===== src/rtl/decode_pkg.sv =====
// Shared types and constants for the miniRV decode stage.
// Holds the forward-source selector and the default datapath sizes.
package decode_pkg;

  localparam int XLEN_DEF   = 32;
  localparam int NREG_DEF   = 32;
  localparam int CTRL_W_DEF = 20;
  localparam int PERF_W_DEF = 32;

  localparam int REG_ZERO = 0;

  typedef enum logic [1:0] {
    FWD_RF,
    FWD_WB,
    FWD_MEM,
    FWD_EX
  } fwd_sel_e;

  // The youngest producer wins, so EX is checked before MEM and MEM before WB.
  function automatic fwd_sel_e fwdSel(input logic exHit, input logic memHit, input logic wbHit);
    fwd_sel_e sel;
    sel = FWD_RF;
    if (exHit)       sel = FWD_EX;
    else if (memHit) sel = FWD_MEM;
    else if (wbHit)  sel = FWD_WB;
    return sel;
  endfunction

endpackage


===== src/rtl/id_regfile.sv =====
// Architectural register file: two combinational read ports, one write port.
// x0 is hardwired to zero by discarding every write aimed at it.
module id_regfile
  import decode_pkg::*;
#(
  parameter int XLEN = XLEN_DEF,
  parameter int NREG = NREG_DEF,
  parameter int AW   = $clog2(NREG)
) (
  input  logic            clk,
  input  logic            rst,
  input  logic [AW-1:0]   i_rAddr1,
  input  logic [AW-1:0]   i_rAddr2,
  output logic [XLEN-1:0] o_rData1,
  output logic [XLEN-1:0] o_rData2,
  input  logic            i_we,
  input  logic [AW-1:0]   i_wAddr,
  input  logic [XLEN-1:0] i_wData
);

  logic [XLEN-1:0] r_regs [NREG];

  always_ff @(posedge clk) begin
    if (rst) begin
      for (int i = 0; i < NREG; i++) r_regs[i] <= '0;
    end else if (i_we && (i_wAddr != AW'(REG_ZERO))) begin
      r_regs[i_wAddr] <= i_wData;
    end
  end

  assign o_rData1 = r_regs[i_rAddr1];
  assign o_rData2 = r_regs[i_rAddr2];

endmodule


===== src/rtl/id_stage_pipe.sv =====
// miniRV decode stage: register file, EX>MEM>WB>RF forwarding, load-use bubble, ID/EX register.
// Define DECODE_PERF_EN to build the saturating stall/bubble performance counters.
module id_stage_pipe
  import decode_pkg::*;
#(
  parameter int XLEN   = XLEN_DEF,
  parameter int NREG   = NREG_DEF,
  parameter int CTRL_W = CTRL_W_DEF,
  parameter int PERF_W = PERF_W_DEF,
  localparam int AW    = $clog2(NREG)
) (
  input  logic              clk,
  input  logic              rst,
  input  logic              id_valid,
  output logic              id_ready,
  input  logic [31:0]       id_inst,
  input  logic [CTRL_W-1:0] id_ctrl,
  input  logic [XLEN-1:0]   id_imm,
  input  logic              id_use_rs1,
  input  logic              id_use_rs2,
  input  logic              id_rf_we,
  input  logic              id_is_load,
  input  logic              flush,
  input  logic              exf_we,
  input  logic [AW-1:0]     exf_wR,
  input  logic [XLEN-1:0]   exf_wD,
  input  logic              memf_we,
  input  logic [AW-1:0]     memf_wR,
  input  logic [XLEN-1:0]   memf_wD,
  input  logic              wb_we,
  input  logic [AW-1:0]     wb_wR,
  input  logic [XLEN-1:0]   wb_wD,
  input  logic              ex_ready,
  output logic              ex_valid,
  output logic [CTRL_W-1:0] ex_ctrl,
  output logic [XLEN-1:0]   ex_imm,
  output logic [XLEN-1:0]   ex_rD1,
  output logic [XLEN-1:0]   ex_rD2,
  output logic [AW-1:0]     ex_wR,
  output logic              ex_rf_we,
  output logic              load_use_stall,
  output logic [PERF_W-1:0] perf_stall,
  output logic [PERF_W-1:0] perf_bubble
);

  logic              r_exValid;
  logic [CTRL_W-1:0] r_exCtrl;
  logic [XLEN-1:0]   r_exImm;
  logic [XLEN-1:0]   r_exRD1;
  logic [XLEN-1:0]   r_exRD2;
  logic [AW-1:0]     r_exWR;
  logic              r_exRfWe;
  logic              r_exIsLoad;

  logic [AW-1:0]   w_rs1;
  logic [AW-1:0]   w_rs2;
  logic [XLEN-1:0] w_rf1;
  logic [XLEN-1:0] w_rf2;
  fwd_sel_e        w_sel1;
  fwd_sel_e        w_sel2;
  logic [XLEN-1:0] w_op1;
  logic [XLEN-1:0] w_op2;
  logic            w_adv;
  logic            w_loadUse;
  logic            w_idReady;
  logic            w_bubble;
  logic            w_unusedInst;

  assign w_rs1        = id_inst[15 +: AW];
  assign w_rs2        = id_inst[20 +: AW];
  assign w_unusedInst = ^id_inst;

  id_regfile #(
    .XLEN (XLEN),
    .NREG (NREG),
    .AW   (AW)
  ) u_regfile (
    .clk      (clk),
    .rst      (rst),
    .i_rAddr1 (w_rs1),
    .i_rAddr2 (w_rs2),
    .o_rData1 (w_rf1),
    .o_rData2 (w_rf2),
    .i_we     (wb_we),
    .i_wAddr  (wb_wR),
    .i_wData  (wb_wD)
  );

  function automatic logic [XLEN-1:0] fwdData(input fwd_sel_e sel, input logic isZero,
                                              input logic [XLEN-1:0] rf, input logic [XLEN-1:0] ex,
                                              input logic [XLEN-1:0] mem, input logic [XLEN-1:0] wb);
    logic [XLEN-1:0] d;
    case (sel)
      FWD_EX:  d = ex;
      FWD_MEM: d = mem;
      FWD_WB:  d = wb;
      default: d = rf;
    endcase
    if (isZero) d = '0;
    return d;
  endfunction

  always_comb begin
    w_sel1 = fwdSel(exf_we && (exf_wR == w_rs1), memf_we && (memf_wR == w_rs1), wb_we && (wb_wR == w_rs1));
    w_sel2 = fwdSel(exf_we && (exf_wR == w_rs2), memf_we && (memf_wR == w_rs2), wb_we && (wb_wR == w_rs2));
    w_op1  = fwdData(w_sel1, w_rs1 == AW'(REG_ZERO), w_rf1, exf_wD, memf_wD, wb_wD);
    w_op2  = fwdData(w_sel2, w_rs2 == AW'(REG_ZERO), w_rf2, exf_wD, memf_wD, wb_wD);
  end

  // A load still in EX cannot forward yet, so a dependent reader must wait one slot.
  assign w_loadUse = id_valid && r_exValid && r_exIsLoad && r_exRfWe && (r_exWR != AW'(REG_ZERO)) &&
                     ((id_use_rs1 && (w_rs1 == r_exWR)) || (id_use_rs2 && (w_rs2 == r_exWR)));

  assign w_adv     = !r_exValid || ex_ready;
  assign w_idReady = flush || (w_adv && !w_loadUse);
  assign w_bubble  = !flush && w_adv && w_loadUse;

  always_ff @(posedge clk) begin
    if (rst) begin
      r_exValid  <= 1'b0;
      r_exCtrl   <= '0;
      r_exImm    <= '0;
      r_exRD1    <= '0;
      r_exRD2    <= '0;
      r_exWR     <= '0;
      r_exRfWe   <= 1'b0;
      r_exIsLoad <= 1'b0;
    end else if (flush) begin
      r_exValid <= 1'b0;
    end else if (w_bubble) begin
      r_exValid  <= 1'b0;
      r_exRfWe   <= 1'b0;
      r_exIsLoad <= 1'b0;
    end else if (w_adv) begin
      r_exValid  <= id_valid;
      r_exCtrl   <= id_ctrl;
      r_exImm    <= id_imm;
      r_exRD1    <= w_op1;
      r_exRD2    <= w_op2;
      r_exWR     <= id_inst[7 +: AW];
      r_exRfWe   <= id_rf_we && id_valid;
      r_exIsLoad <= id_is_load && id_valid;
    end
  end

`ifdef DECODE_PERF_EN
  logic [PERF_W-1:0] r_perfStall;
  logic [PERF_W-1:0] r_perfBubble;

  // Counters stick at all-ones rather than wrapping.
  always_ff @(posedge clk) begin
    if (rst) begin
      r_perfStall  <= '0;
      r_perfBubble <= '0;
    end else begin
      if (id_valid && !w_idReady && (r_perfStall != '1)) r_perfStall <= r_perfStall + 1'b1;
      if (w_bubble && (r_perfBubble != '1)) r_perfBubble <= r_perfBubble + 1'b1;
    end
  end

  assign perf_stall  = r_perfStall;
  assign perf_bubble = r_perfBubble;
`else
  assign perf_stall  = '0;
  assign perf_bubble = '0;
`endif

  assign id_ready       = w_idReady;
  assign load_use_stall = w_loadUse;
  assign ex_valid       = r_exValid;
  assign ex_ctrl        = r_exCtrl;
  assign ex_imm         = r_exImm;
  assign ex_rD1         = r_exRD1;
  assign ex_rD2         = r_exRD2;
  assign ex_wR          = r_exWR;
  assign ex_rf_we       = r_exRfWe;

endmodule


===== config.mk =====
export PLATFORM = sky130hd
export DESIGN_NAME = id_stage_pipe
export DESIGN_NICKNAME = d
export VERILOG_FILES = /design/src/rtl/decode_pkg.sv /design/src/rtl/id_regfile.sv /design/src/rtl/id_stage_pipe.sv
export SDC_FILE = /design/constraint.sdc
export NUM_CORES = 2
export LEC_CHECK = 0
export CORE_MARGIN = 2
export CORE_UTILIZATION = 60
export DETAILED_ROUTE_END_ITERATION = 8
export MAX_ROUTING_LAYER = met4
export PLACE_DENSITY = 0.83
export SYNTH_ARGS = -nofsm -noshare
export SYNTH_HDL_FRONTEND = slang
export SYNTH_HIERARCHICAL = 1
export SYNTH_SLANG_ARGS = --single-unit

===== constraint.sdc =====
create_clock -name clk -period 2.68 [get_ports clk]
set_input_delay 0.402 -clock clk [delete_from_list [all_inputs] [get_ports clk]]
set_output_delay 0.402 -clock clk [all_outputs]
set_load 0.02 [all_outputs]

# After elaboration in Yosys (flattened, before gate mapping)
# Memory sizes are Yosys's and may differ from the RTL's.
# Cells that the tools add are included.
totals:
  elab_cells: 81
  output_inout_bits: 189
  regBits: 124
  mem_count: 1
  in_bits: 207
  mem_bits_rw: 1024
memory_table:
  columns: ["name", "words", "word_bits", "rd", "rd_clocked_by_memory_dff", "write_ports", "line_no", "rtl"]
  rows:
  - ["u_regfile.r_regs", 32, 32, 2, 0, 32, "id_regfile.sv:21", "logic [XLEN-1:0] r_regs [NREG];"]
op_classes:
  bitwise_logic: 2
  mux: 22
  n_reduce_logical: 34
  n_eq_ne: 14
ops:
  columns: ["operator", "count"]
  rows:
  - ["$pmux 32 s3", 2]
  - ["$mux 32", 3]
  - ["$eq 5x5->1", 8]
  - ["$reduce_or 32->1", 1]
  - ["$logic_and 1x1->1", 19]
  - ["$mux 1", 12]
  - ["$logic_not 5->1", 2]
  - ["$reduce_bool 5->1", 2]
  - ["$eq 2x2->1 const B", 4]
  - ["$mux 2", 4]
  - ["$mux 5", 1]
  - ["$eq 2x1->1 const B", 2]
  - ["$logic_not 1->1", 3]
  - ["$logic_or 1x1->1", 3]
  - ["$reduce_and 3->1", 1]
  - ["$reduce_or 3->1", 1]
  - ["$not 1->1", 2]
  - ["$reduce_and 2->1", 1]
  - ["$reduce_bool 2->1", 1]

# Logic depth before layout (Yosys ltp)
logic_depth:
  ltp_word: 8
  mapped_depth: 10
  depth_no_buf: 7

# By module
# The synthesis kept the hierarchy.
modules_own_cells:
  columns: ["mod", "instances", "cells_per_inst", "seq_area_each_um2", "area_per_inst_um2"]
  rows:
  - ["id_regfile", 1, 4605, 30749.5, 55888.6]
  - ["id_stage_pipe", 1, 793, 2482.4, 7165.6]

# Worst setup path after synthesis
# No wires, ideal clock.
synth_path:
  path_kind: "input -> register"
  from: "input id_inst[16]"
  to: "register r_exRD1[23], in the netlist ex_rD1[23]"
  stages: 10
  path_buffers: 4
  t_required_ns: 2.563
  setup_slack_ns: 0.517
  setup_ns: 0.117
  t_arrival_ns: 2.046
  cell_sequence: "buf_2 > buf_6 > buf_4 > buf_2 > mux2i_1 > nand2_1 > a31oi_1 > nand3_1 > or2_2 > a32o_1"
synth_between:
  elab_cells_between_ends: 23
  cone_classes: "7 x eq/ne; 5 x mux; 1 x bitwise; 9 x reduce/logical; 1 x memory"
synth_lines:
  columns: ["item", "line_no", "rtl"]
  rows:
  - ["start: declaration", "id_stage_pipe.sv:16", "input logic [31:0] id_inst,"]
  - ["$mem_v2 32x32", null, null]
  - ["named net w_rf1[23]", "id_stage_pipe.sv:57", "logic [XLEN-1:0] w_rf1;"]
  - ["$pmux 32 s3", "id_stage_pipe.sv:93", "case (sel)"]
  - ["$mux 32", "id_stage_pipe.sv:99", "if (isZero) d = '0;"]
  - ["end signal: assignment", "id_stage_pipe.sv:138", "r_exRD1 <= w_op1;"]
  - ["end: declaration", "id_stage_pipe.sv:49", "logic [XLEN-1:0] r_exRD1;"]
# The timed path passes the listed nets, and every way through them passes these cells.
# A chain may end at the register's enable or synchronous reset.

# Final worst setup path
layout_path:
  from: "register r_exWR[1], in the netlist ex_wR[1]"
  to: "output load_use_stall"
layout_between:
  elab_chain_len: 4
  elab_cells_between_ends: 8
  cone_classes: "2 x eq/ne; 6 x reduce/logical"
layout_rtl:
  columns: ["item", "line_no", "rtl"]
  rows:
  - ["start: declaration", "id_stage_pipe.sv:51", "logic [AW-1:0] r_exWR;"]
  - ["start signal: assignment", "id_stage_pipe.sv:140", "r_exWR <= id_inst[7 +: AW];"]
  - ["$eq 5x5->1", "id_stage_pipe.sv:112", "((id_use_rs1 && (w_rs1 == r_exWR)) || (id_use_rs2 && (w_rs2 == r_exWR)));"]
  - ["$logic_and 1x1->1", "id_stage_pipe.sv:112", null]
  - ["$logic_or 1x1->1", "id_stage_pipe.sv:112", null]
  - ["$logic_and 1x1->1 (*)", "id_stage_pipe.sv:111", "assign w_loadUse = id_valid && r_exValid && r_exIsLoad && r_exRfWe && (r_exWR != AW'(REG_ZERO)) &&"]
  - ["end: declaration", "id_stage_pipe.sv:41", "output logic load_use_stall,"]
# Mark *: on every way between the ends. The rest lies on a longest branch, timed or not.

==> results.json <==
{
  "status": "complete, no violations",
  "max-slew-margin-rel_pct": 47.27,
  "start_util_pct": 60.66,
  "grt_start_max_net_pins": 68,
  "maxSlewViolCount": 0,
  "htree_levels": 3,
  "min_period_ns": 2.625,
  "max_slew.worst_pin.slew_ns": 0.7891,
  "grt_pass1_wl_um": 323000,
  "ys_seq_area_share_pct": 52.70,
  "avgRoutedWirePerCell_um": 30.79,
  "worstPathArrival_ns": 2.22,
  "grt-ovfl-total": 0,
  "maxCapViolations": 0,
  "rr_worst_depth": 10,
  "ant_nets": 0,
  "layout.nets": 6070,
  "rsz0062_at_grt": "false",
  "syn_area_per_cell_um2": 11.68,
  "drc": 0,
  "drt-total-wl_um": 226600,
  "clkLatencyLatePin_ns": 0.73,
  "synth_edf_count": 1024,
  "synth_cells": 5398,
  "fmax_mhz": 380.9,
  "cts-buffers-inserted": 118,
  "die-width_um": 328.2,
  "grt_pass1_vias": 49820,
  "gp_congestion": 0.9914,
  "place_inst": 7121,
  "yosys_warnings": 6,
  "core-area_mm2": 0.1039,
  "worstPathMaxFanout": 3,
  "ctsHoldBuffers": 0,
  "via_per_inst": 6.830,
  "skew_ns": 0.03275,
  "criticalPathCategory": "flop to output pin",
  "port_buffers": 314,
  "cp-end-kind": "output pin",
  "antenna_found_initial": 15,
  "dp_hpwl_um": 148400,
  "start_kind": "flop",
  "area_growth_pct": 19.61,
  "vdd_ir_drop_max_mv": 0.5479,
  "layout-drive-gt1-share_pct": 13.63,
  "netlist_area_mm2": 0.06305,
  "crit_path_top_delay_cell": "dfxtp_2",
  "min_path_type": "primary input to flop",
  "pin_count": 396,
  "final_area_mm2": 0.07542,
  "ys_types": 52,
  "ys.flop_type": "edfxtp_1",
  "instances_no_fill": 7360,
  "vias": 50270,
  "rows": 118,
  "clk_pin_slew_worst_paths_ns": 0.06,
  "drt_first_iter_violations": 7640,
  "dieArea_mm2": 0.1077,
  "track_usage_pct": 42.28,
  "leakage_nw": 29.91,
  "cts_sinks": 1148,
  "hold_depth": 2,
  "finalSetupViolCount": 0,
  "cpPeakStageDelay_ns": 0.39,
  "first_pass_iters": 6,
  "root_buffer": "clkbuf_16",
  "ys_seq_elements": 1148,
  "finalCritPeriodShare_pct": 97.96,
  "required_ns": 2.28,
  "hold_violations": 0,
  "crit_path_cell_trace": "buf_4, nor3_1, a21oi_1, nand2_1, inv_1, dlygate4sd2_1",
  "powerDensity_mw_per_mm2": 587.9,
  "post_dp_cell_area_mm2": 0.07152,
  "clockBufferDepth": 3,
  "synth-async-reset-ratio_pct": 0,
  "tritoncts": "yes",
  "die_h_um": 328.2
}
## power breakdown
part	switching (mW)	internal, mW
logic	3.95	2.84
clock network	7.12	9.33
registers	0.606	20.5
## layout make-up
type                       count  area, um2
fill                        6797      28520
sequential                  1148      33240
clock buffer                 153       3261
timing repair buffer         837       9313
clock inverter                69      584.3
inverter                       2      7.507
tap                         1380       1727
antenna                       15      37.54
multi-input combinational   3756      27250
## synth_stat cells (7+ instances only)
cell type / n / area [um2]
clkbuf_4: 7 / 52.55
a22oi_1: 192 / 1441
nand2b_1: 72 / 450.4
buf_6: 24 / 270.3
dfxtp_1: 124 / 2482
nand2_1: 264 / 991.0
nor2_4: 7 / 78.83
xnor2_1: 22 / 192.7
xor2_1: 18 / 157.7
a22o_1: 128 / 1121
edfxtp_1: 1024 / 30750
nor2_1: 90 / 337.8
a32o_1: 62 / 620.6
buf_1: 19 / 71.32
mux2i_1: 1081 / 10820
clkbuf_1: 249 / 934.7
a21oi_1: 195 / 975.9
and2_1: 994 / 6218
a31oi_1: 64 / 400.4
or2_2: 34 / 212.7
nand3_1: 198 / 991.0
o22a_1: 62 / 543.0
buf_2: 152 / 760.7
o22ai_1: 65 / 406.6
nor3_1: 65 / 325.3
buf_4: 133 / 998.5
## worst paths after layout
kind	startpoint	end	slack, ns
worst max-delay path	ex_wR[1]	load_use_stall	0.05
worst min-delay path	rst	ex_ctrl[9]	0.05
worst max register to register	ex_wR[2]	ex_ctrl[13]	0.41
worst min register to register	ex_rD2[5]	ex_rD2[5]	0.47
## repair_timing
item,in CTS,in global routing
gates resized for setup,8,2
endpoints found under the setup margin,2,1
endpoints found under the hold margin,0,0
pin swaps,1,1
buffers inserted,1,1
## critical path, delay by kind of cell, from the launching register on
family	cells	cell delay, ns
buffers and inverters	3	0.62
AO/OA/AOI/OAI	1	0.31
flip-flops	1	0.39
AND/OR/NAND/NOR	2	0.20
## layout by cell type, fill, tap and decap left out, drive strengths merged, types with 2 or more instances in the layout
master	count
dfxtp	124
nand2	264
a22o	128
xor2	18
nor2b	5
o22ai	65
a31oi	64
bufinv	8
o211ai	2
nor4	2
nand2b	72
inv	7
clkinvlp	8
nand3b	4
nand3	200
a21oi	195
or4	2
or2	36
or3b	3
a21o	2
edfxtp	1024
nor3b	3
clkinv	48
a22oi	192
and2	994
mux2i	1081
xnor2	22
or3	2
conb	96
a32o	62
clkdlybuf4s50	307
diode	15
nor3	67
buf	528
clkbuf	154
a32oi	2
o22a	62
nand4	3
o311ai	2
nor2	103
## flip-flops by register name, indices dropped and copies added (netlist names)
register          flops
ex_valid              1
ex_rD2               32
ex_wR                 5
ex_rf_we              1
r_exIsLoad            1
ex_imm               32
ex_ctrl              20
ex_rD1               32
u_regfile/r_regs   1024
## cell families after synthesis
logic type | count (synthesis) | share of synthesized area [%]
AND/OR/NAND/NOR | 1760 | 15.68
XOR/XNOR | 40 | 0.5556
AO/OA/AOI/OAI | 779 | 8.959
buffers and inverters | 588 | 4.925
flip-flops | 1148 | 52.70
multiplexers | 1081 | 17.16
other | 2 | 0.01191
## through the flow
stage | power [mW] | util, % | hold slack, ns | setup TNS (ns) | setup slack (ns)
floorplan | 24.90 | - | 0.4534 | 0 | 0.5170
global placement | 27.72 | 68.81 | 0.4491 | -12.14 | -0.3387
detailed placement | 27.95 | 68.81 | 0.4534 | -14.21 | -0.3990
CTS | 44.07 | 72.52 | 0.02138 | 0 | 0.05206
global route | 45.30 | 72.54 | 0.05021 | 0 | 0.01053
finish | 44.34 | 72.56 | 0.04683 | 0 | 0.05456
## per-layer routing
metal / share of wire, % / track usage [%]
met1: 34 / 50.54
met2: 45 / 63.38
met3: 14 / 11.61
met4: 7.3 / 26.92
met5: 0 / -
No activity file was read; power rests on OpenSTA's default activity.
